### src/rtl/multicycle_ctrl.sv
// rtl/multicycle_ctrl.sv - multicycle RV32I control FSM
// Sequences fetch/decode/exec/mem/writeback and drives all datapath enables and selects.
module multicycle_ctrl #(
    parameter int DataBusBits = 32,
    parameter int MEM_TIMEOUT = 16
) (
    input  logic                   clk,
    input  logic                   rst_n,
    input  logic [DataBusBits-1:0] inst,
    input  logic                   inst_valid,
    output logic                   imem_req,
    output logic                   ir_we,
    output logic [2:0]             imm_sel,
    output logic                   alu_src_a,
    output logic                   alu_src_b,
    input  logic                   branch_taken,
    output logic                   dmem_req,
    output logic                   dmem_we,
    input  logic                   dmem_ready,
    output logic                   reg_we,
    output logic [1:0]             wb_sel,
    output logic                   pc_we,
    output logic [1:0]             pc_sel,
    output logic                   illegal,
    output logic [31:0]            instret,
    output logic [2:0]             state_o
);

    typedef enum logic [2:0] {
        FETCH  = 3'd0,
        DECODE = 3'd1,
        EXEC   = 3'd2,
        MEM    = 3'd3,
        WB     = 3'd4,
        TRAP   = 3'd5
    } state_t;

    localparam logic [6:0] OP_LUI    = 7'b0110111;
    localparam logic [6:0] OP_AUIPC  = 7'b0010111;
    localparam logic [6:0] OP_JAL    = 7'b1101111;
    localparam logic [6:0] OP_JALR   = 7'b1100111;
    localparam logic [6:0] OP_BRANCH = 7'b1100011;
    localparam logic [6:0] OP_LOAD   = 7'b0000011;
    localparam logic [6:0] OP_STORE  = 7'b0100011;
    localparam logic [6:0] OP_IMM    = 7'b0010011;
    localparam logic [6:0] OP_REG    = 7'b0110011;

    localparam logic [2:0] IMM_I    = 3'd0;
    localparam logic [2:0] IMM_S    = 3'd1;
    localparam logic [2:0] IMM_B    = 3'd2;
    localparam logic [2:0] IMM_U    = 3'd3;
    localparam logic [2:0] IMM_J    = 3'd4;
    localparam logic [2:0] IMM_NONE = 3'd7;

    localparam logic [1:0] WB_ALU = 2'd0;
    localparam logic [1:0] WB_MEM = 2'd1;
    localparam logic [1:0] WB_PC4 = 2'd2;

    localparam logic [1:0] PC_PLUS4  = 2'd0;
    localparam logic [1:0] PC_BRANCH = 2'd1;
    localparam logic [1:0] PC_JUMP   = 2'd2;

    localparam int            CntW    = (MEM_TIMEOUT > 1) ? $clog2(MEM_TIMEOUT) : 1;
    localparam logic [CntW-1:0] CntLast = CntW'(MEM_TIMEOUT - 1);

    state_t          state_q, state_d;
    logic [6:0]      opcode_q, opcode_d;
    logic [CntW-1:0] cnt_q, cnt_d;
    logic [31:0]     instret_q, instret_d;
    logic            illegal_q, illegal_d;

    logic is_lui, is_auipc, is_jal, is_jalr, is_branch;
    logic is_load, is_store, is_imm, is_reg, is_legal;
    logic [2:0] imm_fmt;
    logic retire;
    logic unused_inst_hi;

    assign unused_inst_hi = ^inst[DataBusBits-1:7];

    assign is_lui    = (opcode_q == OP_LUI);
    assign is_auipc  = (opcode_q == OP_AUIPC);
    assign is_jal    = (opcode_q == OP_JAL);
    assign is_jalr   = (opcode_q == OP_JALR);
    assign is_branch = (opcode_q == OP_BRANCH);
    assign is_load   = (opcode_q == OP_LOAD);
    assign is_store  = (opcode_q == OP_STORE);
    assign is_imm    = (opcode_q == OP_IMM);
    assign is_reg    = (opcode_q == OP_REG);
    assign is_legal  = is_lui | is_auipc | is_jal | is_jalr | is_branch |
                       is_load | is_store | is_imm | is_reg;

    always_comb begin
        imm_fmt = IMM_NONE;
        if (is_imm || is_load || is_jalr) imm_fmt = IMM_I;
        else if (is_store)                imm_fmt = IMM_S;
        else if (is_branch)               imm_fmt = IMM_B;
        else if (is_lui || is_auipc)      imm_fmt = IMM_U;
        else if (is_jal)                  imm_fmt = IMM_J;
    end

    always_comb begin
        state_d   = state_q;
        opcode_d  = opcode_q;
        cnt_d     = cnt_q;
        retire    = 1'b0;
        imem_req  = 1'b0;
        ir_we     = 1'b0;
        imm_sel   = IMM_NONE;
        alu_src_a = 1'b0;
        alu_src_b = 1'b0;
        dmem_req  = 1'b0;
        dmem_we   = 1'b0;
        reg_we    = 1'b0;
        wb_sel    = WB_ALU;
        pc_we     = 1'b0;
        pc_sel    = PC_PLUS4;

        case (state_q)
            FETCH: begin
                imem_req = 1'b1;
                if (inst_valid) begin
                    ir_we    = 1'b1;
                    opcode_d = inst[6:0];
                    state_d  = DECODE;
                end
            end
            DECODE: begin
                imm_sel = imm_fmt;
                state_d = is_legal ? EXEC : TRAP;
            end
            EXEC: begin
                imm_sel   = imm_fmt;
                alu_src_a = is_auipc | is_jal | is_branch;
                alu_src_b = ~is_reg;
                if (is_branch) begin
                    pc_we   = 1'b1;
                    pc_sel  = branch_taken ? PC_BRANCH : PC_PLUS4;
                    retire  = 1'b1;
                    state_d = FETCH;
                end else if (is_load || is_store) begin
                    cnt_d   = '0;
                    state_d = MEM;
                end else begin
                    state_d = WB;
                end
            end
            MEM: begin
                dmem_req = 1'b1;
                dmem_we  = is_store;
                // ready on the final counted cycle still completes the access
                if (dmem_ready) begin
                    if (is_store) begin
                        pc_we   = 1'b1;
                        retire  = 1'b1;
                        state_d = FETCH;
                    end else begin
                        state_d = WB;
                    end
                end else if (cnt_q == CntLast) begin
                    state_d = TRAP;
                end else begin
                    cnt_d = cnt_q + 1'b1;
                end
            end
            WB: begin
                reg_we  = 1'b1;
                wb_sel  = is_load ? WB_MEM : ((is_jal || is_jalr) ? WB_PC4 : WB_ALU);
                pc_we   = 1'b1;
                pc_sel  = (is_jal || is_jalr) ? PC_JUMP : PC_PLUS4;
                retire  = 1'b1;
                state_d = FETCH;
            end
            TRAP: state_d = TRAP;
            default: state_d = FETCH;
        endcase

        instret_d = retire ? instret_q + 32'd1 : instret_q;
        illegal_d = illegal_q | (state_d == TRAP);

        // hold every output low for as long as reset is asserted
        if (!rst_n) begin
            imem_req  = 1'b0;
            ir_we     = 1'b0;
            imm_sel   = 3'd0;
            alu_src_a = 1'b0;
            alu_src_b = 1'b0;
            dmem_req  = 1'b0;
            dmem_we   = 1'b0;
            reg_we    = 1'b0;
            wb_sel    = 2'd0;
            pc_we     = 1'b0;
            pc_sel    = 2'd0;
        end
    end

    always_ff @(posedge clk or negedge rst_n) begin
        if (!rst_n) begin
            state_q   <= FETCH;
            opcode_q  <= '0;
            cnt_q     <= '0;
            instret_q <= '0;
            illegal_q <= 1'b0;
        end else begin
            state_q   <= state_d;
            opcode_q  <= opcode_d;
            cnt_q     <= cnt_d;
            instret_q <= instret_d;
            illegal_q <= illegal_d;
        end
    end

    assign illegal = illegal_q;
    assign instret = instret_q;
    assign state_o = state_q;

endmodule
### config.mk
export PLATFORM = sky130hd
export DESIGN_NAME = multicycle_ctrl
export DESIGN_NICKNAME = d
export VERILOG_FILES = /design/src/rtl/multicycle_ctrl.sv
export SDC_FILE = /design/constraint.sdc
export NUM_CORES = 1
export LEC_CHECK = 0
export ABC_AREA = 1
export CAP_MARGIN = 20
export CORE_ASPECT_RATIO = 0.7
export CORE_UTILIZATION = 52
export DETAILED_ROUTE_END_ITERATION = 6
export PLACE_DENSITY = 0.86
export RECOVER_POWER = 25
export SKIP_CTS_REPAIR_TIMING = 1
export SLEW_MARGIN = 20
export SYNTH_ARGS = -nofsm -noshare
export SYNTH_HDL_FRONTEND = slang
export SYNTH_SLANG_ARGS = --single-unit
### constraint.sdc
create_clock -name clk -period 4.71 [get_ports clk]
set_input_delay 0.942 -clock clk [delete_from_list [all_inputs] [get_ports clk]]
set_output_delay 0.942 -clock clk [all_outputs]
set_load 0.05 [all_outputs]
==> results.ini <==
[timing]
fin_crit_ns=3.73
setup_tns_ns=0
finClkSkew_ns=0.00899
period_share_pct=79.2
worstMarginPinSlew_ns=2.49
rsz0062_at_grt=false
maxSlewViolCount=48
setup_violations=0
hold_viol_final=0
slew_headroom_pct=-66.0
max_freq_mhz=268
whs_ns=0.470

[clock_tree]
clkSlewWorstSetupHoldPaths_ns=0.09
cts_tree=yes
cts_buffer_depth=2
ctsHtreeMaxLevel=2
root_buffer=clkbuf_8
numCtsBuffers=5
clk_latency_ns=0.31
clkSinkCount=47

[power_and_ir_drop]
p_clk_share_pct=19.2
power_density_nw_per_um2=408
p_switching_w=0.000752
seq_power_share_pct=36.8
p_leak_nw=1.76
power_frac_comb_pct=44.1
cell_internal_pwr_w=0.000839
worst_ir_drop_vdd_mv=0.348
switching_share_pct=47.3

[worst_setup_path]
crit_fanout=23
startpoint_type=primary input
critical_path_required_ns=3.77
crit_type=primary input to output port
worst_ep_arrival_time_ns=2.79
cp-end-kind=output port

[yosys]
synth-compound-area-share_pct=5.86
yosysWarnings=0
synth_mux_area_share_pct=1.04
ys_async_sr_fraction_pct=100
ys_seq_elements=47
yosysUniqueCellTypes=35
synth_edf_count=0
ys.flop_type=dfrtp_1
synth_nets=513
synth_top_family_by_area=simple AND/OR/NAND/NOR gates
synth_xor_area_share_pct=3.87
syn_area_per_cell_um2=6.62
yosysSeqAreaShare_pct=37.5
synth-adder-area-share_pct=0.797
syn_inst=474
netlist_area_um2=3140
synth-simple-area-share_pct=43.8

[route]
routed.top_layer=met4
first_iter_violations=289
wl_met3_um=622
drt-total-wl_um=8620
via_per_inst=5.35
wl_met2_um=3750
vias=3278
drc=0
ant_nets=0
m1WireLength_um=4190
drt-wirelength-per-cell_um=14.1
first_pass_iters=5

[placement]
gp_congestion=0.953
port_buffers=62
dp_hpwl_um=6440
place_area_um2=3790

[layout]
final_common_cell=nand2_1
num-nets-final=576
area_delta_synth_final_pct=24.3
drive_gt1_share_pct=5.95
utilization_pct=67.5
layout_common_cells=nand2_1, nor2_1, clkdlybuf4s50_1
n_antenna_cell=0
postLayoutCellArea_um2=3900

[global_route]
grt_max_degree=48
grt_overflow=0
grt_pass1_wl_um=14100
antenna_found_initial=0
grt_pass1_vias=2896
grt_usage_pct=29.4

[outcome]
violations=capacitance limit, slew limit
status=finished with violations

[floorplanning]
die_area_um2=6360
core_area_um2=5780
start_util_pct=54.3
std_cell_rows=23
pin_count=88
die_height_um=67.0
die_w_um=94.9

[worst_hold_path]
hp-class=register to register

[job]
maxCapViolations=1

==> flip-flops by register name (all words and copies together) (netlist names) <==
name and count:
opcode_q 7, cnt_q 4, illegal 1, state_o 3, instret 32
==> per-stage QoR <==
stage / total power (W) / cells / setup WS, ns
2_1_floorplan: 0.00110 / 474 / 1.13
3_3_place_gp: 0.00126 / 605 / 0.971
3_5_place_dp: 0.00128 / 605 / 0.965
4_1_cts: 0.00159 / 613 / 0.960
5_1_grt: 0.00168 / 613 / 0.918
6_report: 0.00159 / 613 / 0.978
==> area by class of cell <==
type | count | area (µm²)
repair buffers | 64 | 626
flip-flops and latches | 47 | 1180
well taps | 75 | 93.8
clock buffers | 5 | 68.8
inverters | 41 | 158
multi-input cells | 378 | 1740
clock inverters | 3 | 43.8
fillers | 519 | 1880
==> cells by family (layout without fill, tap and decap cells) <==
| logic type | count (synthesis) | count (layout) |
|---|---|---|
| muxes | 3 | 3 |
| AOI/OAI and AO/OA | 35 | 35 |
| buffers and inverters | 49 | 113 |
| xor gates and xnor gates | 13 | 13 |
| DFF | 47 | 47 |
| and+or+nand+nor | 325 | 325 |
| adders and majority gates | 2 | 2 |
==> per-layer routing <==
metal | GRT usage (%) | vias to the layer above
met1 | 44.9 | 1532
li1 | - | 1608
met3 | 5.14 | 7
met4 | 5.68 | 0
met5 | 0 | -
met2 | 43.1 | 131
==> power groups by stage <==
stage | Clock (W) | Sequential [W] | Combinational, W
final | 0.000305 | 0.000586 | 0.000701
after detailed placement | 0 | 0.000588 | 0.000694
after global placement | 0 | 0.000582 | 0.000674
after floorplan | 0 | 0.000698 | 0.000401
after global routing | 0.000325 | 0.000596 | 0.000760
after CTS | 0.000307 | 0.000582 | 0.000700
==> worst paths after layout <==
check,start,to,slack (ns),depth (start not counted)
setup / recovery,dmem_ready,pc_we,0.98,6
hold / removal,illegal,illegal,0.47,2
setup reg to reg,instret[0],instret[16],2.62,7
hold reg to reg,illegal,illegal,0.47,2
max in group asynchronous,rst_n,instret[5],1.73,2
min in group asynchronous,rst_n,instret[29],1.57,2
==> cell usage after synthesis (4+ instances only) <==
cell type  instances  area (µm²)
a21oi_1           12        60.1
nor3_1             6        30.0
inv_1             34         128
buf_6              4        45.0
nor2_2             4        25.0
o21ai_1           16        80.1
inv_2              5        18.8
nand2_1          193         724
xor2_1            10        87.6
nand3_1           19        95.1
nor2_1            82         308
dfrtp_1           47        1180
o21ai_0            4        20.0
nand3b_1           8        60.1
==> worst max-delay path: stages <==
cell	delay [ns]
clkdlybuf4s50_1	0.56
nand4_4	0.13
nand2_4	0.12
inv_4	0.10
nor2_1	0.13
clkdlybuf4s50_1	0.82
Note: power is estimated with default switching activity, not from simulation.
